**config.mk**
```make
export PLATFORM = sky130hd
export DESIGN_NAME = state3
export DESIGN_NICKNAME = d
export VERILOG_FILES = /design/src/rtl/state3.sv
export SDC_FILE = /design/constraint.sdc
export NUM_CORES = 1
export LEC_CHECK = 0
export BUFFER_PORTS_ARGS = -buffer_cell sky130_fd_sc_hd__buf_4
export CAP_MARGIN = 20
export CORE_AREA = 4 4 41 43
export DETAILED_ROUTE_END_ITERATION = 6
export DIE_AREA = 0 0 45 47
export PLACE_DENSITY = 0.31
export SYNTH_ARGS = -nofsm -noshare
export SYNTH_HDL_FRONTEND = slang
export SYNTH_SLANG_ARGS = --single-unit
```
**constraint.sdc**
```tcl
create_clock -name clk_i -period 1.3 [get_ports clk_i]
set_clock_uncertainty 0.1 [all_clocks]
set_input_delay 0.195 -clock clk_i [delete_from_list [all_inputs] [get_ports clk_i]]
set_output_delay 0.195 -clock clk_i [all_outputs]
set_load 0.005 [all_outputs]
```
**src/rtl/state3.sv**
```systemverilog
// Four-state A-sequencer (IDLE/START/STOP/CLEAR) with registered K1/K2 flags.
// Define STATE3_SYNC_IN_EN to add a two-flop synchronizer on A (2 cycles of latency).
module state3 #(
  parameter int unsigned ONE_HOT = 0
) (
  input  logic clk_i,
  input  logic rst_n,
  input  logic A,
  output logic K1,
  output logic K2
);

  localparam int unsigned SW = (ONE_HOT != 0) ? 4 : 2;

  typedef enum logic [SW-1:0] {
    IDLE  = SW'((ONE_HOT != 0) ? 1 : 0),
    START = SW'((ONE_HOT != 0) ? 2 : 1),
    STOP  = SW'((ONE_HOT != 0) ? 4 : 2),
    CLEAR = SW'((ONE_HOT != 0) ? 8 : 3)
  } state_e;

  state_e state_q;
  state_e state_d;
  logic   k1_q, k1_d;
  logic   k2_q, k2_d;
  logic   a_s;

`ifdef STATE3_SYNC_IN_EN
  logic [1:0] sync_q;

  // Two-flop synchronizer; the FSM sees A two edges late.
  always_ff @(posedge clk_i) begin
    if (rst_n) begin
      sync_q <= 2'b00;
    end else begin
      sync_q <= {sync_q[0], A};
    end
  end

  assign a_s = sync_q[1];
`else
  assign a_s = A;
`endif

  // State and flag registers; reset (active-high) overrides any transition.
  always_ff @(posedge clk_i) begin
    if (rst_n) begin
      state_q <= IDLE;
      k1_q    <= 1'b0;
      k2_q    <= 1'b0;
    end else begin
      state_q <= state_d;
      k1_q    <= k1_d;
      k2_q    <= k2_d;
    end
  end

  // Next state and flag updates; an unknown A falls to the default arm and holds.
  always_comb begin
    state_d = state_q;
    k1_d    = k1_q;
    k2_d    = k2_q;
    case (state_q)
      IDLE: begin
        case (a_s)
          1'b1: begin
            state_d = START;
            k1_d    = 1'b0;
          end
          1'b0:    state_d = IDLE;
          default: state_d = state_q;
        endcase
      end
      START: begin
        case (a_s)
          1'b0:    state_d = STOP;
          1'b1:    state_d = START;
          default: state_d = state_q;
        endcase
      end
      STOP: begin
        case (a_s)
          1'b1: begin
            state_d = CLEAR;
            k2_d    = 1'b1;
          end
          1'b0:    state_d = STOP;
          default: state_d = state_q;
        endcase
      end
      CLEAR: begin
        case (a_s)
          1'b0: begin
            state_d = IDLE;
            k1_d    = 1'b1;
            k2_d    = 1'b0;
          end
          1'b1:    state_d = CLEAR;
          default: state_d = state_q;
        endcase
      end
      default: begin
        // Non-one-hot codes recover to IDLE with both flags cleared.
        state_d = IDLE;
        k1_d    = 1'b0;
        k2_d    = 1'b0;
      end
    endcase
  end

  assign K1 = k1_q;
  assign K2 = k2_q;

endmodule

```
# == Word level (Yosys, flattened, before mapping) ==
# Cells that the tools add are included.
# op_classes
eq_ne,6
muxes,11
bitwise,1
n_reduce_logical,5
# ops
cell,count
$pmux 2 s2,4
$pmux 2 s4,1
$ne 2x2->1 const B,3
$reduce_and 3->1,2
$eq 2x2->1 const B,2
$mux 1,4
$pmux 1 s2,2
$reduce_bool 2->1,2
$eq 2x1->1 const B,1
$logic_not 2->1,1
$not 1->1,1
# word_totals
regBits,4
in_bits,3
out_inout_bits,2
elab_cells,26

# == Depth between registers and ports, before layout ==
# Gate-level depths: netlist of the first run.
# logic_depth
word_depth,3
depth_mapped,3
depth_no_buf,3

# == Worst setup path before layout of the first run ==
# OpenSTA, ideal clock, no wires.
# synth_path
path_type,flip-flop to flip-flop
start,register state_q[1]
end,register k2_q (netlist: K2)
setup_ns,0.114
t_arrival_ns,0.622
required_time_ns,1.086
setup_slack_ns,0.463
stages_incl_launch_ff,4
path_buffers,0
synth_period_minus_slack_ns,0.837
cell_sequence,dfxtp_1 a21oi_1 a2bb2oi_1 nor2_1
# synth_via
elab_chain_len,3
word_cells_on_any_way,7
classes_between,eq/ne (4); mux (1); reduce/logical (2)
# synth_rtl
element,line_no,source
start: declaration,22,state_e state_q;
start signal: assignment,52,state_q <= state_d;
$eq 2x2->1,63,case (state_q)
$ne 2x2->1 (no source line) / $reduce_bool 2->1 (equally long branches),n/a,
$reduce_and 3->1 (no source line),n/a,
end signal: assignment,54,k2_q <= k2_d;
end: declaration,25,"logic k2_q, k2_d;"
# Several ways; a longest one is shown, not always the timed one.
# A chain may end at the register's enable or synchronous reset.

# == Worst setup path in the final report of the first run ==
# layout_path
start,register k2_q (netlist: K2)
end,output K2
# layout_rtl
element,line_no,source
end: declaration,10,output logic K2
# No word-level cell between the ends.

==> results by group, run 1 <==
Floorplan
  – CORE AREA: 1300 µm²
  – IO Pins: 5
  – Chip width: about 45 µm
  – FP Rows: 13
  – Die Span Y: between 40 and 50 µm
  – Starting Density: a little under an eighth
  – Die area: around 2100 µm²

Clocking
  – CTS tree: built
  – CTS Buffer Depth: 2
  – Inserted Clock Buffers: 3
  – Number of H-tree levels: 1
  – Post-CTS Setup Bufs: 0
  – Clock latency on the worst-skew pair: approximately 0.23 ns
  – Hold Buf Count CTS: 0
  – CTS sink count: 4
  – Clock root cell: clkbuf_4
  – Post_cts resized: 0
  – Clock slew at reported path FFs: 0.04 ns

Yosys
  – Synthesis-stage register bit count: 4
  – Count of cell types in the netlist: 9
  – Post-synthesis area per instance: between 9 and 10 µm²
  – Mapped Cells: 16
  – Ys Warns: 0
  – Seq/Total Area, Yosys: 52.5%
  – Mapped Area: approximately 150 µm²
  – Net Count, Synth: 19

STA
  – Setup Viol. Count Final: 0
  – Slew Limit Fails: 0
  – Tmin final: ~0.98 ns
  – Min Hold Slack: slightly above 0.04 ns
  – Final Hold Fails: 0
  – Fin crit share: roughly three quarters
  – Slew headroom: 89.2%
  – RSZ-0062 raised after global routing: no
  – Actual slew at the worst max-slew pin: 0.160 ns
  – Setup TNS: 0 ns
  – Achievable clock frequency: just over 1000 MHz

Worst setup path
  – Critical path class: reg -> out
  – Crit end category: primary output
  – Slowest-stage cell, CP: dfxtp_1
  – CP delay by family, top: flip-flops
  – Reg2reg end: K2
  – Worst path cell trace: buf_4
  – Max stage delay on crit path: about 0.34 ns
  – CP Launch Type: register
  – FF-to-FF path depth: 3
  – Crit-path max FO: 3
  – CP Buf/Inv Count: 1
  – Reg2reg start: state_q[1]
  – WP data required: 1.00 ns
  – FF-to-FF setup slack: roughly 0.40 ns
  – WP data arrival: 0.69 ns

Power and ir drop
  – VDD IR max: between 0.3 and 0.4 mV
  – Pleak: 0.0923 nW
  – Power Density: ~1400 nW/µm²

Drt
  – DRT antenna net count: 0
  – Vias per cell: approximately 3.6
  – DR WL/cell: between 8 and 9 µm
  – DR vias: roughly 140
  – Drt pass-1 iters: 2
  – # DRC: 0
  – Final wirelength: ~330 µm
  – Initial DRC count: 1

Worst hold path
  – HP Class: in -> reg
  – Hold Path Sink: state_q[0]
  – Worst hold path cell count: 2
  – Hold Crit Start: rst_n

GRT
  – Vias in the first global route: ~140
  – Initial antenna violation count: 0
  – GRT Resource Usage Total: around 4.2%
  – First-pass GRT wire length: approximately 470 µm
  – Grt ovf: 0
  – Largest net degree at the start of global routing: 5

Status
  – Status: finished clean

Placement
  – Detailed Place HPWL: 260 µm
  – Port Buffer Count: 4
  – Routability cong.: 0.617

Finish
  – Share of cells above drive strength 1: about a third
  – ANT cells: 0
  – Area grow syn2layout: 46.7%
  – Final #Nets: 28

Job
  – Max Cap Viol: 0
[cells by family (layout without fill, tap and decap cells)]
kind of cell | Yosys count | count (layout) | synth area share, %
AO/OA/AOI/OAI | 5 | 5 | 18.9
AND/OR/NAND/NOR | 5 | 5 | 20.5
flip-flops | 4 | 4 | 52.5
XOR/XNOR | 1 | 1 | 5.74
buffers and inverters | 1 | 8 | 2.46
[state kept, by name, indices dropped and copies added (netlist names)]
register	cells
K2	1
K1	1
state_q	2
[how the worst max path moves through the flow]
stage,endpoint,slack (ns),startpoint,cells after the start
floorplan,K2,0.46,state_q[1],3
global placement,K2,0.41,A,4
detailed placement,K2,0.39,A,4
CTS,K2,0.30,K2,1
global route,K2,0.29,K2,1
finish,K2,0.32,K2,1
[area by class of cell]
type                            instances  area [µm²]
Tap cell                               15        18.8
Timing Repair Buffer                    4        30.0
Sequential cell                         4        80.1
Multi-Input combinational cell         11        68.8
Fill cell                             157        1080
Inverter                                1        3.75
Clock buffer                            3        22.5
[placed cells by master (no fill, tap or decap)]
| master | count |
|---|---|
| dfxtp_1 | 4 |
| buf_4 | 4 |
| nor2_1 | 3 |
| clkbuf_4 | 3 |
| a21oi_1 | 2 |
| o21ai_0 | 2 |
| nand2b_1 | 1 |
| a2bb2oi_1 | 1 |
| nor2b_4 | 1 |
| xnor2_1 | 1 |
| inv_1 | 1 |
[where the power goes]
group	total (mW)	internal (mW)	leakage (nW)	switching, mW
sequential	0.136	0.131	0.0328	0.00576
combinational	0.0307	0.0186	0.0457	0.0121
clock	0.151	0.103	0.0138	0.0479
[metal layers]
| metal | vias up | wire length, µm | global-route usage, % |
|---|---|---|---|
| met4 | 0 | 38 | 12.3 |
| met3 | 5 | 18 | 1.15 |
| li1 | 67 | - | - |
| met2 | 5 | 176 | 6.78 |
| met1 | 60 | 92 | 1.13 |
| met5 | - | 0 | 0 |
[synth_stat cells]
cell | number | share of area, %
dfxtp_1 | 4 | 52
nor2_1 | 3 | 7.4
a21oi_1 | 2 | 6.6
o21ai_0 | 2 | 6.6
a2bb2oi_1 | 1 | 5.7
inv_1 | 1 | 2.5
nand2b_1 | 1 | 4.1
nor2b_4 | 1 | 9.0
xnor2_1 | 1 | 5.7
[per-stage QoR]
stage	power (mW)	instances	utilization, %	area, µm²	setup WS (ns)
final	0.318	38	17.2	224	0.316
after global routing	0.336	38	17.2	224	0.286
after CTS	0.329	38	17.2	224	0.301
after detailed placement	0.170	35	15.5	201	0.392
after global placement	0.169	35	15.5	201	0.409
after floorplan	0.153	16	-	153	0.463
Note: power is estimated with default switching activity, not from simulation.
==> inputs of run 2 (changes only) <==
- PLACE_DENSITY: 0.31 -> 0.32
- clock period: 1.3 -> 0.9 ns (I/O delays scaled with it)
==> run 2 against run 1 <==
  * The flow now finishes with violations (negative setup slack)
  * First-iteration DRC count grew 100%
  * Design area grew 9.5%
  * Flip-flop and latch count is the same
  * Core utilization grew 1.6 points
  * Global-route usage grew 0.63 points
  * Critical path depth is the same
  * Combinational power grew 63%
  * Sequential power grew 47%
  * Wire length grew 3.1%
  * Register-to-register slack lost 0.38 ns
  * Sequential share of layout area shrank 1.6 points
  * Clock-buffer cell count is the same
  * Largest power group unchanged
==> results by group, run 2 (synthesized netlist as in run 1, its figures left out) <==
Clocking
  – Number of H-tree levels: 1
  – Clock root cell: clkbuf_4
  – CTS sink count: 4
  – Clock slew at reported path FFs: approximately 0.040 ns
  – Inserted Clock Buffers: 3
  – Clock latency on the worst-skew pair: around 0.23 ns
  – CTS Buffer Depth: 2
  – CTS tree: built
  – Post-CTS Setup Bufs: 0

Floorplan
  – Die area: roughly 2100 µm²
  – Chip width: about 45 µm
  – CORE AREA: around 1300 µm²
  – Starting Density: 11.7%
  – FP Rows: 13
  – IO Pins: 5
  – Die Span Y: ~47 µm

Finish
  – Share of cells above drive strength 1: 45.8%
  – Fillers: between 150 and 200
  – Leading cell types in the layout, fill and taps excluded: dfxtp_2, nor2_1, clkbuf_4
  – Max FFs per register: 2
  – Final Util: 18.8%
  – Final #Nets: 29
  – Most flops, register: state_q
  – Final Non-Filler Cells: 39
  – Area grow syn2layout: 60.7%
  – ANT cells: 0

Placement
  – Pre-CTS setup slack: about 0.019 ns
  – Port Buffer Count: 4
  – Routability cong.: ~0.58
  – Dpl cells: 35

Drt
  – # DRC: 0
  – DR vias: approximately 140
  – Drt pass-1 iters: 2
  – Final wirelength: 335 µm
  – Initial DRC count: 2
  – DRT antenna net count: 0
  – Vias per cell: 3.62
  – DR WL/cell: 8.59 µm

Worst hold path
  – Hold Crit Start: A
  – Worst hold path cell count: 3
  – HP Class: in -> reg
  – Hold Path Sink: state_q[0]

STA
  – Final setup margin: -0.000604 ns
  – Min Hold Slack: 0.0775 ns
  – Final Hold Fails: 0
  – Fin crit share: 100%
  – Tmin final: roughly 0.9 ns
  – Slew Limit Fails: 0
  – Setup Viol. Count Final: 2
  – Achievable clock frequency: roughly 1100 MHz
  – Slew headroom: between 80% and 90%
  – RSZ-0062 raised after global routing: yes
  – Actual slew at the worst max-slew pin: about 0.15 ns

GRT
  – Largest net degree at the start of global routing: 5
  – Grt ovf: 0
  – Vias in the first global route: 152
  – Initial antenna violation count: 0
  – GRT Resource Usage Total: under 10%
  – First-pass GRT wire length: approximately 600 µm

Worst setup path
  – WP data arrival: between 0.6 and 0.7 ns
  – Reg2reg end: K2
  – FF-to-FF setup slack: roughly 0.020 ns
  – WP data required: between 0.6 and 0.7 ns
  – Critical path class: reg -> out
  – Reg2reg start: state_q[1]
  – CP delay by family, top: flip-flops
  – CP Buf/Inv Count: 1
  – Crit end category: primary output
  – Worst path cell trace: buf_6
  – Max stage delay on crit path: roughly 0.32 ns
  – CP Launch Type: register
  – FF-to-FF path depth: 3
  – Crit-path max FO: 3
  – Slowest-stage cell, CP: dfxtp_2

Power and ir drop
  – Pleak: approximately 0.1 nW
  – VDD IR max: ~0.36 mV
  – Power Density: 1940 nW/µm²
  – Tot Pwr: 0.475 mW

Status
  – Status: finished, violations left
  – Failing checks: negative setup slack

Job
  – Max Cap Viol: 0
-- run 2: changes by cell type in the layout (fill, tap and decap cells not counted), sizes merged --
cell         before  now
dlygate4sd3       0    1
-- run 2: area by class of cell --
cell class | count | area, µm² | share of cell area (%)
clock buffer | 3 | 22.5 | 9.18
multi-input combinational | 11 | 68.8 | 28.1
tap | 15 | 18.8 | 7.65
inverter | 1 | 3.75 | 1.53
timing repair buffer | 5 | 47.5 | 19.4
sequential | 4 | 83.8 | 34.2
-- run 2: per-layer routing --
metal	track usage (%)	part of all wire [%]	up-vias
li1	-	-	70
met3	2.30	9.9	0
met4	8.77	0	0
met2	5.08	42	5
met1	4.98	48	66
met5	0	0	-
-- run 2: worst max path at each step --
stage,start,to,slack (ns),cells past startpoint
floorplan,state_q[1],K2,0.06,3
global placement,state_q[1],K2,0.02,3
detailed placement,state_q[1],K2,0.02,3
CTS,K2,K2,-0.02,1
global route,state_q[1],K2,-0.04,3
finish,K2,K2,-0.0006,1
-- run 2: power by group --
group / leakage, nW / internal (mW) / switching, mW
Clock: 0.0138 / 0.149 / 0.0759
Sequential: 0.0340 / 0.190 / 0.00949
Combinational: 0.0514 / 0.0326 / 0.0174
Total: 0.0992 / 0.372 / 0.103
-- run 2: per-stage QoR --
stage / TNS (ns) / cell area (µm²)
after CTS: -0.0273 / 245
after global placement: 0 / 201
after detailed placement: 0 / 201
final: -0.000641 / 245
after floorplan: 0 / 153
after global routing: -0.141 / 245
-- run 2: worst min-delay path: stages --
cell and delay (ns):
buf_4 0.13, inv_1 0.06, nor2_1 0.04
-- run 2: repair_timing --
item	4_1_cts	5_1_grt
resized for setup	5	1
setup endpoints to repair	2	5
hold buffers	1	0
pin swaps	0	1
hold endpoints to repair	4	0
